--- config.mk ---
export PLATFORM = sky130hd
export DESIGN_NAME = lsu_mem_stage
export DESIGN_NICKNAME = d
export VERILOG_FILES = /design/src/rtl/lsu_pkg.sv /design/src/rtl/lsu_load_extend.sv /design/src/rtl/lsu_mem_stage.sv
export SDC_FILE = /design/constraint.sdc
export NUM_CORES = 1
export LEC_CHECK = 0
export CAP_MARGIN = 10
export CORE_UTILIZATION = 54
export CTS_BUF_LIST = sky130_fd_sc_hd__clkbuf_2
export DETAILED_ROUTE_END_ITERATION = 16
export PLACE_DENSITY_LB_ADDON = 0.25
export SLEW_MARGIN = 20
export SYNTH_ARGS = -nofsm -noshare
export SYNTH_HDL_FRONTEND = slang
export SYNTH_HIERARCHICAL = 1
export SYNTH_SLANG_ARGS = --single-unit
--- constraint.sdc ---
create_clock -name clk -period 4.94 [get_ports clk]
set_input_delay 0.988 -clock clk [delete_from_list [all_inputs] [get_ports clk]]
set_output_delay 0.988 -clock clk [all_outputs]
set_load 0.005 [all_outputs]
--- src/rtl/lsu_pkg.sv ---
// Shared constants and helpers for the MEM-stage load/store unit.
package lsu_pkg;

    localparam logic [3:0] BE_NONE = 4'b0000;
    localparam logic [3:0] BE_W    = 4'b1111;
    localparam logic [3:0] BE_BU   = 4'b0001;
    localparam logic [3:0] BE_B    = 4'b1001;
    localparam logic [3:0] BE_HU   = 4'b0011;
    localparam logic [3:0] BE_H    = 4'b1011;

    localparam logic [2:0] F3_B  = 3'b000;
    localparam logic [2:0] F3_H  = 3'b001;
    localparam logic [2:0] F3_W  = 3'b010;
    localparam logic [2:0] F3_BU = 3'b100;
    localparam logic [2:0] F3_HU = 3'b101;

    typedef enum logic [0:0] {
        IDLE  = 1'b0,
        SPLIT = 1'b1
    } lsu_state_e;

    // Stores only ever use the zero-extending encodings; the memory ignores extension on writes.
    function automatic logic [3:0] byteen_for(input logic [2:0] f3, input logic is_store);
        logic [3:0] be;
        be = BE_NONE;
        if (is_store) begin
            case (f3[1:0])
                2'b00:   be = BE_BU;
                2'b01:   be = BE_HU;
                2'b10:   be = BE_W;
                default: be = BE_NONE;
            endcase
        end else begin
            case (f3)
                F3_B:    be = BE_B;
                F3_BU:   be = BE_BU;
                F3_H:    be = BE_H;
                F3_HU:   be = BE_HU;
                F3_W:    be = BE_W;
                default: be = BE_NONE;
            endcase
        end
        return be;
    endfunction

    function automatic logic f3_legal(input logic [2:0] f3, input logic is_store);
        logic ok;
        case (f3)
            F3_B, F3_H, F3_W: ok = 1'b1;
            F3_BU, F3_HU:     ok = !is_store;
            default:          ok = 1'b0;
        endcase
        return ok;
    endfunction

endpackage

--- src/rtl/lsu_load_extend.sv ---
// Sign/zero extension of bytes assembled by a split load.
module lsu_load_extend
    import lsu_pkg::*;
(
    input  logic [31:0] bytes_i,
    input  logic [2:0]  funct3_i,
    output logic [31:0] data_o
);

    // Select the extension from the captured load size.
    always_comb begin
        data_o = 32'h0000_0000;
        case (funct3_i)
            F3_B:    data_o = {{24{bytes_i[7]}}, bytes_i[7:0]};
            F3_BU:   data_o = {24'h00_0000, bytes_i[7:0]};
            F3_H:    data_o = {{16{bytes_i[15]}}, bytes_i[15:0]};
            F3_HU:   data_o = {16'h0000, bytes_i[15:0]};
            F3_W:    data_o = bytes_i;
            default: data_o = 32'h0000_0000;
        endcase
    end

endmodule

--- src/rtl/lsu_mem_stage.sv ---
// MEM-stage load/store unit: drives the byte-lane data memory and splits
// misaligned halfword/word accesses into sequential byte accesses.
module lsu_mem_stage
    import lsu_pkg::*;
#(
    parameter bit ALLOW_MISALIGNED = 1'b1
) (
    input  logic        clk,
    input  logic        reset,
    input  logic        mem_read_i,
    input  logic        mem_write_i,
    input  logic [2:0]  funct3_i,
    input  logic [31:0] addr_i,
    input  logic [31:0] wdata_i,
    output logic [31:0] dmem_a_o,
    output logic        dmem_we_o,
    output logic [31:0] dmem_wd_o,
    output logic [3:0]  dmem_byteen_o,
    input  logic [31:0] dmem_rd_i,
    output logic [31:0] load_data_o,
    output logic        stall_o,
    output logic        access_fault_o
);

    lsu_state_e  state_q, state_d;
    logic [1:0]  cnt_q, cnt_d;
    logic [31:0] cap_addr_q, cap_addr_d;
    logic [2:0]  cap_funct3_q, cap_funct3_d;
    logic [31:0] cap_wdata_q, cap_wdata_d;
    logic        cap_store_q, cap_store_d;
    logic [31:0] ld_buf_q, ld_buf_d;

    logic        req_s;
    logic        misaligned_s;
    logic        illegal_s;
    logic        last_s;
    logic [4:0]  lane_s;
    logic [31:0] assembled_s;
    logic [31:0] extended_s;

    // Request classification in IDLE.
    always_comb begin
        req_s        = mem_read_i | mem_write_i;
        misaligned_s = ((funct3_i[1:0] == 2'b01) && addr_i[0]) ||
                       ((funct3_i[1:0] == 2'b10) && (addr_i[1:0] != 2'b00));
        illegal_s    = req_s && ((mem_read_i && mem_write_i) ||
                                 !f3_legal(funct3_i, mem_write_i) ||
                                 (misaligned_s && !ALLOW_MISALIGNED));
    end

    // Merge the byte returning this cycle into the partially captured load.
    always_comb begin
        lane_s      = {cnt_q, 3'b000};
        last_s      = (cap_funct3_q[1:0] == 2'b10) ? (cnt_q == 2'd3) : (cnt_q == 2'd1);
        assembled_s = ld_buf_q;
        assembled_s[lane_s +: 8] = dmem_rd_i[7:0];
    end

    lsu_load_extend u_load_extend (
        .bytes_i  (assembled_s),
        .funct3_i (cap_funct3_q),
        .data_o   (extended_s)
    );

    // Next-state and memory-side outputs; everything is forced low while reset is high.
    always_comb begin
        state_d        = state_q;
        cnt_d          = cnt_q;
        cap_addr_d     = cap_addr_q;
        cap_funct3_d   = cap_funct3_q;
        cap_wdata_d    = cap_wdata_q;
        cap_store_d    = cap_store_q;
        ld_buf_d       = ld_buf_q;
        dmem_a_o       = 32'h0000_0000;
        dmem_we_o      = 1'b0;
        dmem_wd_o      = 32'h0000_0000;
        dmem_byteen_o  = BE_NONE;
        load_data_o    = 32'h0000_0000;
        stall_o        = 1'b0;
        access_fault_o = 1'b0;
        if (reset) begin
            state_d = IDLE;
            cnt_d   = 2'd0;
        end else begin
            case (state_q)
                IDLE: begin
                    dmem_a_o = addr_i;
                    if (illegal_s) begin
                        access_fault_o = 1'b1;
                    end else if (req_s && misaligned_s) begin
                        dmem_byteen_o = BE_BU;
                        dmem_we_o     = mem_write_i;
                        dmem_wd_o     = {24'h00_0000, wdata_i[7:0]};
                        stall_o       = 1'b1;
                        cap_addr_d    = addr_i;
                        cap_funct3_d  = funct3_i;
                        cap_wdata_d   = wdata_i;
                        cap_store_d   = mem_write_i;
                        ld_buf_d      = mem_write_i ? 32'h0000_0000
                                                    : {24'h00_0000, dmem_rd_i[7:0]};
                        cnt_d         = 2'd1;
                        state_d       = SPLIT;
                    end else if (req_s) begin
                        dmem_byteen_o = byteen_for(funct3_i, mem_write_i);
                        dmem_we_o     = mem_write_i;
                        dmem_wd_o     = wdata_i;
                        load_data_o   = mem_read_i ? dmem_rd_i : 32'h0000_0000;
                    end else begin
                        dmem_byteen_o = BE_NONE;
                    end
                end
                SPLIT: begin
                    dmem_a_o      = cap_addr_q + {30'h0000_0000, cnt_q};
                    dmem_byteen_o = BE_BU;
                    dmem_we_o     = cap_store_q;
                    dmem_wd_o     = {24'h00_0000, cap_wdata_q[lane_s +: 8]};
                    if (cap_store_q) begin
                        ld_buf_d = ld_buf_q;
                    end else begin
                        ld_buf_d = assembled_s;
                    end
                    if (last_s) begin
                        state_d     = IDLE;
                        cnt_d       = 2'd0;
                        load_data_o = cap_store_q ? 32'h0000_0000 : extended_s;
                    end else begin
                        stall_o = 1'b1;
                        cnt_d   = cnt_q + 2'd1;
                    end
                end
                default: begin
                    state_d = IDLE;
                    cnt_d   = 2'd0;
                end
            endcase
        end
    end

    // State and captured-request registers.
    always_ff @(posedge clk) begin
        if (reset) begin
            state_q      <= IDLE;
            cnt_q        <= 2'd0;
            cap_addr_q   <= 32'h0000_0000;
            cap_funct3_q <= 3'b000;
            cap_wdata_q  <= 32'h0000_0000;
            cap_store_q  <= 1'b0;
            ld_buf_q     <= 32'h0000_0000;
        end else begin
            state_q      <= state_d;
            cnt_q        <= cnt_d;
            cap_addr_q   <= cap_addr_d;
            cap_funct3_q <= cap_funct3_d;
            cap_wdata_q  <= cap_wdata_d;
            cap_store_q  <= cap_store_d;
            ld_buf_q     <= ld_buf_d;
        end
    end

endmodule
==> flow_summary.ini, run 1 <==
[floorplan]
core-area_um2 = 12700
dieWidth_um = 116
top_level_ports = 206
die_footprint_um2 = 13500
floorplan.rows = 41
floorplan.initialDensity_pct = 55.6
floorplan.die.height_um = 116

[detailed_routing]
detail_route.drc_violations = 0
antenna_violating_nets_post_route = 0
via_count = 6934
dr.first_iter.drc_count = 438
drt-vias-per-instance = 5.71
total_wirelength_of_the_detailed_routed_design_um = 19100
drtPass1Iterations = 5
wl_per_cell_um = 15.7

[cts]
clockBufferDepth = 2
cts-resized-gates = 0
cts.repair_timing.setup_buffer_count = 0
clock_sink_count = 103
cts_made_buffers = 9
worst_skew_pair.late_latency_ps = 590
postCtsHoldBufs = 0
worst_setup_hold_path_clk_slew_ps = 250
htree_levels = 3
clock_tree_from_tritoncts = yes
clock_tree.root_cell = clkbuf_2

[worst_hold_path]
hold_path.startpoint = ld_buf_q[15]$_SDFFE_PP0P_
worstHoldPathType = reg -> reg
hold_path_end = ld_buf_q[15]$_SDFFE_PP0P_
hold-path-cell-count = 2

[logic_synthesis]
synth_edf_count = 0
synthesis.nets = 995
syn_area_um2 = 7040
syn-instance-count = 877
primary_ff_master_synth = dfxtp_1
synth-seq-cells = 103
async_reset_ff_share_pct = 0
synth.distinct_cells = 57
syn-mean-instance-area_um2 = 8.03
yosysSeqAreaShare_pct = 29.3
synth_warnings = 6

[timing]
fmax_mhz = 218
finalSetupViolations = 0
max_slew_margin_pct = 40.3
setup-tns-final_ps = 0
final_period_minus_worst_setup_slack_ps = 4590
hold_viol = 0
timing.clock.skew_ps = 20.9
number_of_slew_limit_violations_in_the_final_report = 0
final.period_utilization_pct = 92.9
grt_setup_unrepaired = no
tightest_slew_ps = 896

[worst_setup_path]
rr_startpoint = state_q$_DFF_P_
setup.worst_path.end_class = output port
worstPathRequired_ps = 3950
ff2ff_setup_slack_ps = 2420
ff2ff_path_depth = 5
r2r_end = ld_buf_q[5]$_SDFFE_PP0P_
timing.critical_path.fanout_max = 8
startpoint_type = input pin
crit_arrival_ps = 3600
path_class = in -> out

[placed_design]
dp.final_hpwl_um = 13700
place_area_um2 = 9160
io_buffers = 205
place.gp.congestion = 0.841

[layout]
summed_area_of_non_filler_cells_in_the_final_layout_um2 = 9270
mostFrequentLayoutCells = clkdlybuf4s50_1 (204), nor2_1 (123), dfxtp_1 (102)
area_growth_syn_to_layout_pct = 31.6
antenna_cells = 0
mostFrequentLayoutCell = clkdlybuf4s50_1
design.final.nets = 1157
fill_cell_count = 991
post_route_cells_drive_above_1_share_pct = 6.14

[global_route]
via_count_of_the_first_global_routing_pass = 6294
grt.total_usage_pct = 28.3
grt_first_pass_wirelength_um = 30500
grt_start_max_net_pins = 109
grt_overflow_total = 0
initial_antenna_violation_count = 0

[power]
power.density_nw_per_um2 = 186
vdd.ir_drop.worst_mv = 0.149
cellLeakagePower_nw = 3.62

[outcome]
outcome = completed

[job]
max_cap_viols = 0
## cell usage after synthesis (6+ instances only)
| cell type | instances | share of area, % |
|---|---|---|
| nor2_1 | 125 | 6.7 |
| dfxtp_1 | 103 | 29 |
| mux2i_1 | 94 | 13 |
| nand2_1 | 66 | 3.5 |
| inv_1 | 52 | 2.8 |
| clkbuf_1 | 43 | 2.3 |
| a22o_1 | 40 | 5.0 |
| nand3_1 | 39 | 2.8 |
| a211oi_1 | 37 | 3.9 |
| o21ai_0 | 36 | 2.6 |
| and2_1 | 32 | 2.8 |
| a21oi_1 | 30 | 2.1 |
| xor2_1 | 19 | 2.4 |
| buf_2 | 15 | 1.1 |
| ha_1 | 14 | 2.5 |
| xnor2_1 | 12 | 1.5 |
| o21ai_1 | 10 | 0.71 |
| nand4_1 | 9 | 0.80 |
| nor3_1 | 9 | 0.64 |
| o22ai_1 | 9 | 0.80 |
| a222oi_1 | 8 | 1.1 |
| mux4_2 | 8 | 2.6 |
| o2bb2ai_1 | 7 | 0.87 |
| nor4_2 | 6 | 1.1 |
## metrics by stage
step | setup WS, ps | util [%] | hold slack, ps | power (mW) | std cells
finish | 351 | 73.2 | 481 | 1.73 | 1215
CTS | 327 | 73.2 | 483 | 1.74 | 1215
floorplan | 1200 | - | 444 | 1.12 | 877
global placement | 401 | 72.3 | 449 | 1.34 | 1200
global route | 78.8 | 73.2 | 495 | 1.82 | 1215
detailed placement | 349 | 72.3 | 456 | 1.34 | 1200
## state kept, by name, indices dropped and copies added, names as in the netlist
| signal | count |
|---|---|
| cap_addr_q | 32 |
| cap_funct3_q | 3 |
| cap_store_q | 1 |
| cap_wdata_q | 32 |
| cnt_q | 2 |
| ld_buf_q | 32 |
| state_q | 1 |
## kinds of logic (layout without fill, tap and decap cells)
| family | count (synthesis) | count (layout) | synth area share, % |
|---|---|---|---|
| XOR/XNOR | 31 | 31 | 3.85 |
| buffers and inverters | 123 | 289 | 7.32 |
| AND/OR/NAND/NOR | 314 | 314 | 22.2 |
| adder cells (fa/ha/maj) | 15 | 15 | 2.77 |
| AO/OA/AOI/OAI | 188 | 188 | 18.5 |
| flip-flops | 103 | 103 | 29.3 |
| multiplexers | 103 | 103 | 16.1 |
## routing by layer
layer,up-vias,global-route usage (%),wire length [um]
met5,-,0,0
met4,0,9.49,442
met3,35,6.38,1320
met2,244,47.3,9080
met1,3245,36.0,8260
li1,3410,-,-
## report_power, final
part	total, mW	switching, mW	leakage [nW]	internal, mW
Clock	0.399	0.282	0.0644	0.117
Combinational	0.457	0.212	2.72	0.246
Sequential	0.871	0.0181	0.833	0.853
Total	1.73	0.512	3.62	1.22
## worst max-delay path, stage by stage
cell	delay, ps
clkdlybuf4s50_1	550
inv_1	120
ha_1	290
nor3_1	310
o21ai_0	160
and3_1	220
nand2b_1	300
o22ai_1	150
clkdlybuf4s50_1	500
## worst max path at each step
| stage | start | end | slack (ps) |
|---|---|---|---|
| 2_1_floorplan | cnt_q[1]$_SDFFE_PP0P_ | load_data_o[16] | 1200 |
| 3_3_place_gp | funct3_i[0] | dmem_byteen_o[0] | 400 |
| 3_5_place_dp | funct3_i[0] | dmem_byteen_o[0] | 350 |
| 4_1_cts | cnt_q[0]$_SDFFE_PP0P_ | dmem_a_o[26] | 330 |
| 5_1_grt | cnt_q[0]$_SDFFE_PP0P_ | load_data_o[30] | 80 |
| 6_report | funct3_i[0] | dmem_wd_o[1] | 350 |
## cell type report
cell class              count  area (um2)  share of cell area (%)
clock buffers              10        50.0                   0.540
well taps                 172         215                    2.32
inverters                  53         199                    2.15
clock inverters             5        58.8                   0.634
multi-input cells         651        4480                    48.3
repair buffers            221        2210                    23.8
flip-flops and latches    103        2060                    22.3
Note: power is estimated with default switching activity, not from simulation.
==> inputs of run 2 (changes only) <==
Settings changed: ABC_AREA set to 1, CORE_UTILIZATION 54 to 56, SKIP_LAST_GASP set to 1.
==> run 2 against run 1 <==
Register-to-register slack gained 70 ps; largest cell class unchanged; combinational power grew 62%; worst setup slack got worse by 33 ps; critical endpoint is now load_data_o[27]; highest routed layer unchanged; via count rose by 46%.
==> flow_summary.ini, run 2 <==
[outcome]
outcome = completed

[detailed_routing]
total_wirelength_of_the_detailed_routed_design_um = 26000
wl_per_cell_um = 13.6
drtPass1Iterations = 5
via_count = 10100
dr.first_iter.drc_count = 1009
antenna_violating_nets_post_route = 0
detail_route.drc_violations = 0
drt-vias-per-instance = 5.29

[layout]
mostFrequentLayoutCell = nand2_1
mostFrequentLayoutCells = nand2_1 (485), nor2_1 (342), clkdlybuf4s50_1 (204)
area_growth_syn_to_layout_pct = 24.5
design.final.nets = 1845
biggestRegsByFlops = cap_addr_q (32), cap_wdata_q (32), ld_buf_q (32)
post_route_cells_drive_above_1_share_pct = 4.74
fill_cell_count = 1358

[power]
vdd.ir_drop.worst_mv = 0.148
seq_power_share_pct = 45.3
power.density_nw_per_um2 = 191
switching_power_uw = 768
p_total_mw = 2.05
power_report.internal_total_mw = 1.28
pwr-share-comb_pct = 36.2
swShare_pct = 37.4
clock_network_fraction_of_total_power_pct = 18.5
cellLeakagePower_nw = 5.16

[worst_setup_path]
setup.worst_path.start = cnt_q[0]$_SDFFE_PP0P_
worstPathRequired_ps = 3950
r2r_end = cap_addr_q[13]$_SDFFE_PP0P_
timing.critical_path.fanout_max = 16
ff2ff_setup_slack_ps = 2490
startpoint_type = register
ff2ff_path_depth = 6
crit_arrival_ps = 3630
setup.worst_path.end_class = output port
path_class = reg -> out
rr_startpoint = state_q$_DFF_P_
timing.critical_path.to = load_data_o[27]

[timing]
grt_setup_unrepaired = no
tightest_slew_ps = 1050
number_of_slew_limit_violations_in_the_final_report = 0
setup-tns-final_ps = 0
final_period_minus_worst_setup_slack_ps = 4620
hold_viol = 0
finalSetupViolations = 0
final.period_utilization_pct = 93.6
fmax_mhz = 216
timing.clock.skew_ps = 18.6
max_slew_margin_pct = 30.0

[floorplan]
die_footprint_um2 = 15900
top_level_ports = 206
floorplan.initialDensity_pct = 58.4
dieWidth_um = 126
core-area_um2 = 14800
floorplan.rows = 44
floorplan.die.height_um = 126

[logic_synthesis]
synth_top_cells_by_count = nand2_1 (485), nor2_1 (343), inv_1 (200)
synth_top_area_share_pct = 24.0
synth-seq-cells = 103
yosysSeqAreaShare_pct = 24.0
synth.distinct_cells = 34
synthTopCellsByArea = dfxtp_1 (24%), nand2_1 (21%), nor2_1 (15%)
synth_warnings = 6
yosysTopAreaCell = dfxtp_1
synth.most_common_cell = nand2_1
primary_ff_master_synth = dfxtp_1
async_reset_ff_share_pct = 0
syn_area_um2 = 8610
syn-mean-instance-area_um2 = 5.45
synth_edf_count = 0
syn-instance-count = 1580
synthesis.nets = 1698

[job]
max_cap_viols = 0

[cts]
cts_made_buffers = 9
clockBufferDepth = 2
htree_levels = 3
clock_sink_count = 103
worst_skew_pair.late_latency_ps = 650
clock_tree_from_tritoncts = yes
clock_tree.root_cell = clkbuf_2
worst_setup_hold_path_clk_slew_ps = 280
postCtsHoldBufs = 0

[global_route]
grt_first_pass_wirelength_um = 42200
grt.total_usage_pct = 32.4
via_count_of_the_first_global_routing_pass = 8992
initial_antenna_violation_count = 2
grt_start_max_net_pins = 79
grt_overflow_total = 0

[placed_design]
io_buffers = 205
place.gp.congestion = 0.921
dp.final_hpwl_um = 18500

[worst_hold_path]
worstHoldPathType = reg -> reg
[run 2: area by class of cell]
class | instances | area, um2 | share of cell area (%)
clock buffers | 9 | 45.0 | 0.420
inverters | 210 | 791 | 7.38
repair buffers | 230 | 2250 | 21.0
multi-input cells | 1173 | 5290 | 49.3
clock inverters | 6 | 43.8 | 0.409
well taps | 184 | 230 | 2.15
diodes | 1 | 2.50 | 0.0233
flip-flops and latches | 103 | 2070 | 19.3
[run 2: kinds of logic after synthesis]
family / synth area share [%]
buffers and inverters: 14.8
xor gates and xnor gates: 0.712
AOI/OAI and AO/OA: 8.36
adders and majority gates: 2.27
and+or+nand+nor: 50.0
DFF: 24.0
[run 2: through the flow]
step | hold slack, ps | instances | instance area, um2 | worst slack [ps] | utilization [%]
floorplan | 440 | 1580 | 8610 | 1350 | -
global placement | 450 | 1898 | 10600 | 460 | 71.9
detailed placement | 453 | 1898 | 10600 | 380 | 71.9
CTS | 481 | 1913 | 10700 | 51.2 | 72.5
global route | 496 | 1916 | 10700 | 3.96 | 72.6
finish | 485 | 1916 | 10700 | 318 | 72.6
[run 2: worst min path at each step]
stage | start | depth (start not counted) | slack, ps | endpoint
detailed placement | ld_buf_q[17]$_SDFFE_PP0P_ | 2 | 450 | ld_buf_q[17]$_SDFFE_PP0P_
floorplan | ld_buf_q[17]$_SDFFE_PP0P_ | 2 | 440 | ld_buf_q[17]$_SDFFE_PP0P_
global route | ld_buf_q[17]$_SDFFE_PP0P_ | 2 | 500 | ld_buf_q[17]$_SDFFE_PP0P_
finish | ld_buf_q[17]$_SDFFE_PP0P_ | 2 | 480 | ld_buf_q[17]$_SDFFE_PP0P_
global placement | ld_buf_q[17]$_SDFFE_PP0P_ | 2 | 450 | ld_buf_q[17]$_SDFFE_PP0P_
CTS | ld_buf_q[17]$_SDFFE_PP0P_ | 2 | 480 | ld_buf_q[17]$_SDFFE_PP0P_
[run 2: timing repair]
action | in CTS | in global routing
setup endpoints to repair | 4 | 26
buffers inserted | 0 | 2
gates resized for setup | 1 | 3
[run 2: power by group through the flow]
stage / clock network (mW) / registers, mW / logic [mW]
5_1_grt: 0.413 / 0.936 / 0.826
3_5_place_dp: 0 / 0.944 / 0.731
4_1_cts: 0.382 / 0.929 / 0.735
2_1_floorplan: 0 / 0.931 / 0.468
6_report: 0.380 / 0.929 / 0.742
3_3_place_gp: 0 / 0.942 / 0.715
[run 2: routing by layer]
layer	track usage, %	part of all wire, %	vias to the layer above
met5	0	0	-
met4	11.6	3.2	0
met3	5.52	7.4	66
met2	53.7	46	418
met1	42.3	43	4507
li1	-	-	5140
[run 2: critical path, cell delays in order (launching register included)]
cell and delay [ps]:
dfxtp_4 510, clkinv_1 150, ha_1 390, inv_1 80, nor2_1 140, nand2_1 90, inv_1 180, nand3_1 120
nand2_1 90, inv_1 50, nor2_2 120, nand2_4 170, nand3_1 130, nand2_1 60, a21oi_1 180, clkdlybuf4s50_1 530
==> inputs of run 3 (changes only) <==
Settings changed: CORE_MARGIN set to 4.
==> run 3 against run 2 <==
Clock skew up 37 ps; combinational power up 2%; via count up 0.23%; count of clock-buffer cells in the layout unchanged; critical endpoint is now load_data_o[18]; highest routed layer unchanged.
==> flow_summary.ini, run 3 (same netlist as run 2, synthesis figures left out) <==
[detailed_routing]
antenna_violating_nets_post_route = 0
drt-vias-per-instance = 5.30
dr.first_iter.drc_count = 829
highest_layer = met4
met3_wirelength_um = 1920
wl_per_cell_um = 14.0
detail_route.drc_violations = 0
routedLengthMet1_um = 11500
via_count = 10200
met2WireLength_um = 12400
drtPass1Iterations = 5
total_wirelength_of_the_detailed_routed_design_um = 26800

[global_route]
initial_antenna_violation_count = 0
grt_first_pass_wirelength_um = 43200
grt_overflow_total = 0
grt.total_usage_pct = 29.3
via_count_of_the_first_global_routing_pass = 9143
grt_start_max_net_pins = 90

[layout]
area_growth_syn_to_layout_pct = 25.3
fill_cell_count = 1388
mostFrequentLayoutCell = nand2_1
biggestRegsByFlops = cap_addr_q (32), cap_wdata_q (32), ld_buf_q (32)
seq_area_um2 = 2060
antenna_cells = 0
design.final.nets = 1842
stdcell_count = 1917
area_of_combinational_cells_with_multiple_inputs_um2 = 5320
post_route_cells_drive_above_1_share_pct = 4.86
mostFrequentLayoutCells = nand2_1 (485), nor2_1 (341), clkdlybuf4s50_1 (204)

[floorplan]
floorplan.die.height_um = 132
die_footprint_um2 = 17400
floorplan.initialDensity_pct = 56.8
core-area_um2 = 15100
dieWidth_um = 132
floorplan.rows = 45
top_level_ports = 206

[timing]
final_worst_setup_slack_ps = 304
final_period_minus_worst_setup_slack_ps = 4640
final.period_utilization_pct = 93.8
tightest_slew_ps = 1050
hold_viol = 0
fmax_mhz = 216
setup-tns-final_ps = 0
max_slew_margin_pct = 30.0
timing.clock.skew_ps = 56.0
finalSetupViolations = 0
grt_setup_unrepaired = no
number_of_slew_limit_violations_in_the_final_report = 0

[cts]
clock_tree_from_tritoncts = yes
cts_made_buffers = 9
worst_skew_pair.late_latency_ps = 680
clockBufferDepth = 2
clock_tree.root_cell = clkbuf_2
htree_levels = 3
clock_sink_count = 103
worst_setup_hold_path_clk_slew_ps = 310

[worst_setup_path]
cpLargestDelayFamily = buffers and inverters
worst_path_largest_cell_delay_ps = 570
worst-path-buf-inv = 5
crit_arrival_ps = 3650
worstPathRequired_ps = 3950
setup.worst_path.end_class = output port
cpMaxStageDelayCell = dfxtp_2
timing.critical_path.cells = inv_2 -> ha_4 -> inv_1 -> nor2_1 -> nand2_1 -> inv_1 -> nand3_1 -> nand2_1 -> inv_1 -> nor2_2 -> nand2_4 -> nand3_1 -> nand2_1 -> a21oi_1 -> clkdlybuf4s50_1
path_class = reg -> out
startpoint_type = register
timing.critical_path.fanout_max = 16

[power]
clock_network_fraction_of_total_power_pct = 20.9
pwr-share-comb_pct = 35.5
power.density_nw_per_um2 = 198
power_report.internal_total_mw = 1.32
seq_power_share_pct = 43.5
swShare_pct = 38.3
vdd.ir_drop.worst_mv = 0.142
switching_power_uw = 816
cellLeakagePower_nw = 5.17

[placed_design]
placedCellCount = 1900
io_buffers = 205
post-place-ws_ps = 534
place.gp.congestion = 0.943
dp.final_hpwl_um = 19200

[job]
max_cap_viols = 0

[worst_hold_path]
worstHoldPathType = reg -> reg

[outcome]
outcome = completed
## run 3: cell types whose count changed in the layout (fill, tap and decap cells not counted), sizes merged
cell / previous run / this run
buf: 26 / 22
clkinvlp: 0 / 1
diode: 1 / 0
clkinv: 3 / 4
nand2: 491 / 492
inv: 213 / 212
## run 3: worst reg2reg max path, cell delays in order, from the launching register on
cell	delay, ps
dfxtp_2	390
inv_2	270
buf_4	600
nand3_4	620
buf_12	440
nor2_1	240
nor2_1	80
## run 3: power by group through the flow
stage	clock, mW	combinational [mW]	sequential, mW
after floorplan	0	0.468	0.931
after detailed placement	0	0.737	0.941
after global placement	0	0.723	0.939
final	0.446	0.758	0.929
after CTS	0.460	0.741	0.928
after global routing	0.497	0.843	0.937
## run 3: through the flow
stage	total power [mW]	hold WS [ps]	instance area [um2]	util [%]
floorplan	1.40	440	8610	-
global placement	1.66	448	10600	70.0
detailed placement	1.68	454	10600	70.0
CTS	2.13	483	10700	71.0
global route	2.28	497	10800	71.2
finish	2.13	485	10800	71.2
## run 3: worst paths after layout
| path | to | startpoint | slack (ps) | cells after the start |
|---|---|---|---|---|
| setup / recovery | load_data_o[18] | cnt_q[1]$_SDFFE_PP0P_ | 300 | 15 |
| hold / removal | ld_buf_q[17]$_SDFFE_PP0P_ | ld_buf_q[17]$_SDFFE_PP0P_ | 480 | 2 |
| setup reg to reg | cap_wdata_q[9]$_SDFFE_PP0P_ | state_q$_DFF_P_ | 2290 | 6 |
| hold reg to reg | ld_buf_q[17]$_SDFFE_PP0P_ | ld_buf_q[17]$_SDFFE_PP0P_ | 480 | 2 |
## run 3: layer usage
metal	up-vias	track usage, %
met2	436	49.1
met5	-	0
met1	4510	37.0
met3	61	5.95
li1	5147	-
met4	0	11.3
## run 3: timing repair
| action | CTS | global route |
|---|---|---|
| buffers inserted | 0 | 0 |
| cloned | 0 | 1 |
| resized for setup | 1 | 6 |
| endpoints found under the setup margin | 5 | 24 |
| pin swaps | 0 | 1 |
| hold buffers | 0 | 0 |
## run 3: cell type report
cell class | count | area share, %
tap | 188 | 2.18
sequential | 103 | 19.1
clock inverter | 7 | 0.893
multi-input combinational | 1174 | 49.3
timing repair buffer | 226 | 20.7
clock buffer | 9 | 0.418
inverter | 210 | 7.37
